--- config.mk ---
export PLATFORM = sky130hd
export DESIGN_NAME = rtc_calendar
export DESIGN_NICKNAME = d
export VERILOG_FILES = /design/src/rtl/rtc_calendar.sv
export SDC_FILE = /design/constraint.sdc
export NUM_CORES = 1
export LEC_CHECK = 0
export CAP_MARGIN = 20
export CORE_MARGIN = 8
export CORE_UTILIZATION = 49
export CTS_CLUSTER_DIAMETER = 50
export DETAILED_ROUTE_END_ITERATION = 16
export PLACE_DENSITY_LB_ADDON = 0.1
export SYNTH_ARGS = -nofsm -noshare
export SYNTH_HDL_FRONTEND = slang
export SYNTH_SLANG_ARGS = --single-unit
--- constraint.sdc ---
create_clock -name clk -period 3.3 [get_ports clk]
set_input_delay 0.66 -clock clk [delete_from_list [all_inputs] [get_ports clk]]
set_output_delay 0.66 -clock clk [all_outputs]
set_load 0.005 [all_outputs]
--- src/rtl/rtc_calendar.sv ---
// Real-time clock with Gregorian calendar, validated time/date load and a
// time-of-day alarm. The prescaler turns clk into a one-second tick.
module rtc_calendar #(
   parameter int PRESCALE   = 32768,
   parameter int YEAR_BASE  = 2000,
   parameter int YEAR_WIDTH = 7
) (
   input  logic                  clk,
   input  logic                  rst_n,
   input  logic                  set_en,
   input  logic [5:0]            set_sec,
   input  logic [5:0]            set_min,
   input  logic [4:0]            set_hour,
   input  logic [4:0]            set_day,
   input  logic [3:0]            set_month,
   input  logic [YEAR_WIDTH-1:0] set_year,
   input  logic                  alarm_en,
   input  logic [5:0]            alarm_sec,
   input  logic [5:0]            alarm_min,
   input  logic [4:0]            alarm_hour,
   output logic [5:0]            sec,
   output logic [5:0]            minute,
   output logic [4:0]            hour,
   output logic [4:0]            day,
   output logic [3:0]            month,
   output logic [YEAR_WIDTH-1:0] year,
   output logic                  tick_1hz,
   output logic                  set_err,
   output logic                  alarm_irq
);

   localparam int CNT_W  = (PRESCALE > 2) ? $clog2(PRESCALE) : 1;
   localparam int NYEARS = 2 ** YEAR_WIDTH;
   localparam logic [CNT_W-1:0] CNT_MAX = CNT_W'(PRESCALE - 1);

   // Leap flags for every representable year, folded to constants at elaboration.
   function automatic logic [NYEARS-1:0] build_leap_map();
      logic [NYEARS-1:0] map;
      int                y;
      map = '0;
      for (int i = 0; i < NYEARS; i++) begin
         y      = YEAR_BASE + i;
         map[i] = ((y % 4) == 0) && !(((y % 100) == 0) && ((y % 400) != 0));
      end
      return map;
   endfunction

   localparam logic [NYEARS-1:0] LEAP_MAP = build_leap_map();

   function automatic logic [4:0] month_len(input logic [3:0] m, input logic leap);
      logic [4:0] len;
      case (m)
         4'd4, 4'd6, 4'd9, 4'd11: len = 5'd30;
         4'd2:                    len = leap ? 5'd29 : 5'd28;
         default:                 len = 5'd31;
      endcase
      return len;
   endfunction

   logic [CNT_W-1:0]      cnt;
   logic                  tick;
   logic                  set_valid;
   logic                  alarm_match;
   logic [4:0]            cur_mlen;
   logic [4:0]            set_mlen;
   logic [5:0]            nxt_sec;
   logic [5:0]            nxt_min;
   logic [4:0]            nxt_hour;
   logic [4:0]            nxt_day;
   logic [3:0]            nxt_month;
   logic [YEAR_WIDTH-1:0] nxt_year;

   assign tick        = (cnt == CNT_MAX);
   assign cur_mlen    = month_len(month, LEAP_MAP[year]);
   assign set_mlen    = month_len(set_month, LEAP_MAP[set_year]);
   assign alarm_match = (sec == alarm_sec) && (minute == alarm_min) && (hour == alarm_hour);

   assign set_valid = (set_sec <= 6'd59) && (set_min <= 6'd59) && (set_hour <= 5'd23) &&
                      (set_month >= 4'd1) && (set_month <= 4'd12) &&
                      (set_day >= 5'd1) && (set_day <= set_mlen);

   // Full carry chain evaluated in one pass so every field updates on the same edge.
   always_comb begin
      // NOTE: every output of this block gets a default first, otherwise the
      // nested ifs below would infer latches.
      nxt_sec   = sec + 6'd1;
      nxt_min   = minute;
      nxt_hour  = hour;
      nxt_day   = day;
      nxt_month = month;
      nxt_year  = year;
      if (sec == 6'd59) begin
         nxt_sec = '0;
         nxt_min = minute + 6'd1;
         if (minute == 6'd59) begin
            nxt_min  = '0;
            nxt_hour = hour + 5'd1;
            if (hour == 5'd23) begin
               nxt_hour = '0;
               nxt_day  = day + 5'd1;
               if (day == cur_mlen) begin
                  nxt_day   = 5'd1;
                  nxt_month = month + 4'd1;
                  if (month == 4'd12) begin
                     nxt_month = 4'd1;
                     nxt_year  = year + 1'b1;
                  end
               end
            end
         end
      end
   end

   always_ff @(posedge clk or negedge rst_n) begin
      if (!rst_n) begin
         cnt       <= '0;
         sec       <= '0;
         minute    <= '0;
         hour      <= '0;
         day       <= 5'd1;
         month     <= 4'd1;
         year      <= '0;
         tick_1hz  <= 1'b0;
         set_err   <= 1'b0;
         alarm_irq <= 1'b0;
      end else begin
         // NOTE: non-blocking assignments so every register samples the
         // pre-edge values of the others, independent of statement order.
         tick_1hz  <= 1'b0;
         set_err   <= 1'b0;
         // tick_1hz is only ever set by a tick-driven advance, so loads cannot fire the alarm.
         alarm_irq <= tick_1hz && alarm_en && alarm_match;
         if (set_en && set_valid) begin
            cnt    <= '0;
            sec    <= set_sec;
            minute <= set_min;
            hour   <= set_hour;
            day    <= set_day;
            month  <= set_month;
            year   <= set_year;
         end else begin
            set_err <= set_en;
            if (tick) begin
               cnt      <= '0;
               tick_1hz <= 1'b1;
               sec      <= nxt_sec;
               minute   <= nxt_min;
               hour     <= nxt_hour;
               day      <= nxt_day;
               month    <= nxt_month;
               year     <= nxt_year;
            end else begin
               cnt <= cnt + 1'b1;
            end
         end
      end
   end

endmodule

After elaboration in Yosys (flattened, before gate mapping)
Memory sizes are Yosys's and may differ from the RTL's. Cells that the tools add are included.

Input bits: 54. Word-level logic and storage cells: 114. Bits in read-only memories: 256. Register bits after elaboration: 51. Output and inout port bits: 36. Memories kept: 2.

Memory list: (name not given) (words 128, width 1, read ports 1, clocked after memory_dff 0, wr ports 0, line 75) `assign set_mlen = month_len(set_month, LEAP_MAP[set_year]);`; (name not given) (words 128, width 1, read ports 1, clocked after memory_dff 0, wr ports 0, line 74) `assign cur_mlen = month_len(month, LEAP_MAP[year]);`.

Add/subtract/negate cells: 7. Eq/ne operators: 19. Reduce and logical (&&, ||, !) cells: 24. Muxes and demuxes: 43. $lt $le $gt $ge: 9.

Operators by type and width (count): $mux 5 (11); $mux 7 (7); $mux 6 (7); $mux 15 (2); $mux 4 (7); $eq 4x4->1 const B (5); $eq 4x3->1 const B (4); $lt 7x8->1 const B (2); $add 15x1->15 const B (1); $eq 15x15->1 const B (1); $add 6x1->6 const B (2); $eq 6x6->1 (2); $eq 6x6->1 const B (2); $le 6x6->1 const B (2); $reduce_bool 2->1 (6); $logic_and 1x1->1 (11); $add 5x1->5 const B (2); $eq 5x5->1 (2); $eq 4x2->1 const B (2); $pmux 2 s2 (2); $reduce_or 4->1 (2); $add 7x1->7 const B (1); $mux 1 (7); $reduce_and 6->1 (1); other kinds (11) (11).

Depth between registers and ports, before layout
Depth in word-level cells: 11. Depth in mapped cells: 15. Gate-level depth less buffers: 13.

Worst setup path after synthesis
OpenSTA, ideal clock, no wires.

Path kind: in2reg. From: in set_month[3]. To: reg hour[0]. Slack: 0.532 ns. Stages on the path: 10. Required time: 3.217 ns. Path buffers: 3. Data arrival time: 2.685 ns. Cells stage by stage: nor4b_1 ha_1 nor2b_1 o211ai_1 and4b_1 clkbuf_1 clkbuf_1 clkbuf_1 nand2_1 o21ai_0.

Word-level cells in the longest chain between the ends: 8.

Ends and longest elaborated chain: from (decl) (line 15) `input logic [3:0] set_month,`; $eq 4x3->1, or another cell as far along (line 52) `case (m)`; $reduce_or 4->1 / $logic_and 1x1->1 (equally long branches) (line 52, 78); $pmux 2 s2 / $logic_and 1x1->1 (equally long branches) (line 52, 79); $le 5x5->1 / $logic_and 1x1->1 (equally long branches) (line 80, 79); $logic_and 1x1->1 (*) (line 80) `(set_day >= 5'd1) && (set_day <= set_mlen);`; $logic_and 1x1->1 (*) (line 133) `if (set_en && set_valid) begin`; $reduce_bool 2->1 (no source line); $reduce_and 3->1 (no source line); to (signal assigned) (line 137) `hour <= set_hour;`; to (signal assigned) (line 148) `hour <= nxt_hour;`; to (decl) (line 23) `output logic [4:0] hour,`.

Mark *: on every way between the ends. The rest lies on a longest branch, timed or not. A chain may end at the register's enable or synchronous reset.

Final worst setup path
From: in set_year[3]. To: reg day[3].

Word-level cells in the longest chain between the ends: 9.

Ends and longest elaborated chain: from (decl) (line 16) `input logic [YEAR_WIDTH-1:0] set_year,`; $mem_v2 128x1 (*); $mux 1 (implied by the code) (*) (line 75); $mux 1 (*) (line 54) `4'd2: len = leap ? 5'd29 : 5'd28;`; $pmux 2 s2 (*) (line 52); $le 5x5->1 (*) (line 80); $logic_and 1x1->1 (*) (line 80); $logic_and 1x1->1 (*) (line 133); $reduce_bool 2->1 (no source line); $reduce_and 4->1 (no source line); to (signal assigned) (line 138) `day <= set_day;`; to (signal assigned) (line 149) `day <= nxt_day;`; to (decl) (line 24) `output logic [4:0] day,`.

Mark *: on every way between the ends. The rest lies on a longest branch, timed or not. The select of a mux whose other input is x is not followed.

==> flow_summary.toml <==
[synthesis]
ys_ff_latch = 51
ys_top_cells_by_area = "dfrtp_1 (37%), xnor2_1 (5.0%), nor2_1 (5.0%)"
ys_seq_area_share_pct = 38.4
yosys.area.top_type_share_pct = 36.9
synth_fp_nets = 453
synth_ff_type = "dfrtp_1"
synth_edf_count = 0
synth_largest_area_cell = "dfrtp_1"
syn_avg_cell_area_um2 = 8.62
yosysWarnings = 0
synth_cell_types = 49
netlist_area_um2 = 3330
synthArstFlopShare_pct = 100
syn_inst = 386

[sta]
max_freq_mhz = 347
hold_viol = 0
slew_headroom_pct = 52.1
finalClockSkew_ps = 6.58
setup_violations = 0
finalCritPeriodShare_pct = 87.2
fin_setup_tns_ps = 0
grt_setup_unrepaired = "no"
final-max-slew-violation-count = 0
tightest_slew_ps = 718
whs_ps = 382
period_needed_ps = 2880

[clock_network]
cts_root_buf = "clkbuf_8"
h-tree-depth = 2
insertion_delay_ps = 320
ctsLongestPathBuffers = 2
postCtsSetupBuffers = 0
cts_tree = "yes"
post_cts_resized = 0
clock_sinks = 51
cts_buffers = 5
clk_pin_slew_ps = 100
cts_hold_buffers = 0

[setup_path]
required_ps = 3510
start_kind = "input port"
crit_fanout = 8
cp-end-kind = "flop"
crit_arrival_ps = 3090
critical_path_class = "in2reg"

[global_routing]
grtUsageTotal_pct = 19.1
grt_overflow_total = 0
grt_antenna_before_repair = 0
grt_pass1_wl_mm = 15.3
grt_pass1_vias = 3107
grt_max_degree = 34

[power]
finalPower_uw = 2130
p_per_area_nw_per_um2 = 475
ir_drop_v = 0.000279
leakage_uw = 0.00185

[detailed_routing]
vias = 3245
drtIter0Drc = 133
first_pass_iters = 4
wire_per_inst_um = 15.9
routed_via_density = 5.72
post-route-drc-count = 0
postRouteAntennaNets = 0
drt_wl_total_mm = 9.01

[status]
status = "finished clean"

[worst_hold_path]
hp-class = "in2async"

[layout]
diodes = 0
areaGrowthSynthToFinish_pct = 34.7
nNetsFinal = 553
drive_gt1_share_pct = 7.39
layout_common_cells = "clkdlybuf4s50_1 (88), dfrtp_1 (49), nor2_1 (44)"
layout_commonest_cell = "clkdlybuf4s50_1"

[place]
place_congestion = 0.889
dp_hpwl_mm = 7.13
numPortBuffers = 89

[flow_run]
cap_violations = 0

[floorplan]
fp.dieH_um = 98.4
core_um2 = 6680
ioPinCount = 90
rows = 30
initial_core_util_pct = 49.8
die_x_um = 98.4
die-area_um2 = 9680
==> Yosys cell counts (3+ instances only) <==
master,instances
and2_1,5
nor4_1,8
a31oi_1,20
nor3_1,5
o211ai_1,5
inv_1,10
o21ai_0,23
or3_1,8
nand4_1,14
xor2_1,12
nand3_1,24
ha_1,13
or4_1,5
o31ai_1,4
nand4b_1,3
nand2b_1,4
xnor2_1,19
mux2i_1,4
nor2b_1,3
clkbuf_1,10
dfrtp_1,49
and3_1,13
nor3b_1,4
nand2_1,38
a21oi_1,8
nor2_1,44
==> sequential cells by signal (all words and copies together) (netlist names), 4 cells and up <==
register  flops
hour          5
year          7
day           5
sec           6
month         4
cnt          15
minute        6
==> metrics by stage <==
stage | util, % | instance area [um2] | instances | worst slack, ps
2_1_floorplan | - | 3330 | 386 | 532
3_3_place_gp | 65.6 | 4390 | 559 | 220
3_5_place_dp | 65.6 | 4390 | 559 | 116
4_1_cts | 67.1 | 4480 | 567 | 441
5_1_grt | 67.1 | 4480 | 567 | 163
6_report | 67.1 | 4480 | 567 | 422
==> report_power, final <==
group | switching [uW] | total, uW | leakage (uW) | internal (uW)
Clock | 239 | 397 | 0.0000467 | 158
Sequential | 189 | 935 | 0.000619 | 745
Combinational | 338 | 796 | 0.00118 | 458
Total | 766 | 2130 | 0.00185 | 1360
==> cell families (layout without fill, tap and decap cells) <==
logic type / Yosys count / count (layout) / synth area share (%)
compound gates: 71 / 71 / 13.5
xor+xnor: 31 / 31 / 8.16
fa+ha+maj: 13 / 13 / 4.89
buf+inv: 23 / 124 / 2.78
flops: 51 / 51 / 38.4
mux: 4 / 4 / 1.20
simple gates: 193 / 193 / 31.1
==> critical path, stage by stage <==
cell	delay [ps]
clkdlybuf4s50_1	480
nor2_1	50
nand4_1	100
nand2_1	80
a21oi_1	150
nor3_1	50
a31oi_1	170
ha_1	170
nor2b_1	40
o211ai_1	230
and4b_1	360
buf_4	200
nor4_1	60
a211o_1	270
==> final cells by class <==
cell class | instances | area (um2)
clock buffers | 5 | 68.8
clock inverters | 3 | 27.5
fillers | 567 | 2200
inverters | 10 | 37.5
multi-input cells | 312 | 1960
flip-flops and latches | 51 | 1280
well taps | 80 | 100
repair buffers | 106 | 1010
==> layer usage <==
metal  wire, um  global-route usage (%)
met1       4430                    26.5
met2       3930                    29.4
met3        544                    4.05
met4        107                    4.60
met5          0                       0
==> final timing paths <==
path                             start       end  slack [ps]  cells after the start
min in group clk                cnt[0]    cnt[0]         510                      1
min reg2reg                     cnt[0]    cnt[0]         510                      1
max reg2reg                   month[0]   year[3]         440                      8
min                              rst_n    sec[1]         380                      1
max                        set_year[3]    day[3]         420                     14
max in group asynchronous        rst_n  month[0]        2200                      2
No activity file was read; power rests on OpenSTA's default activity.
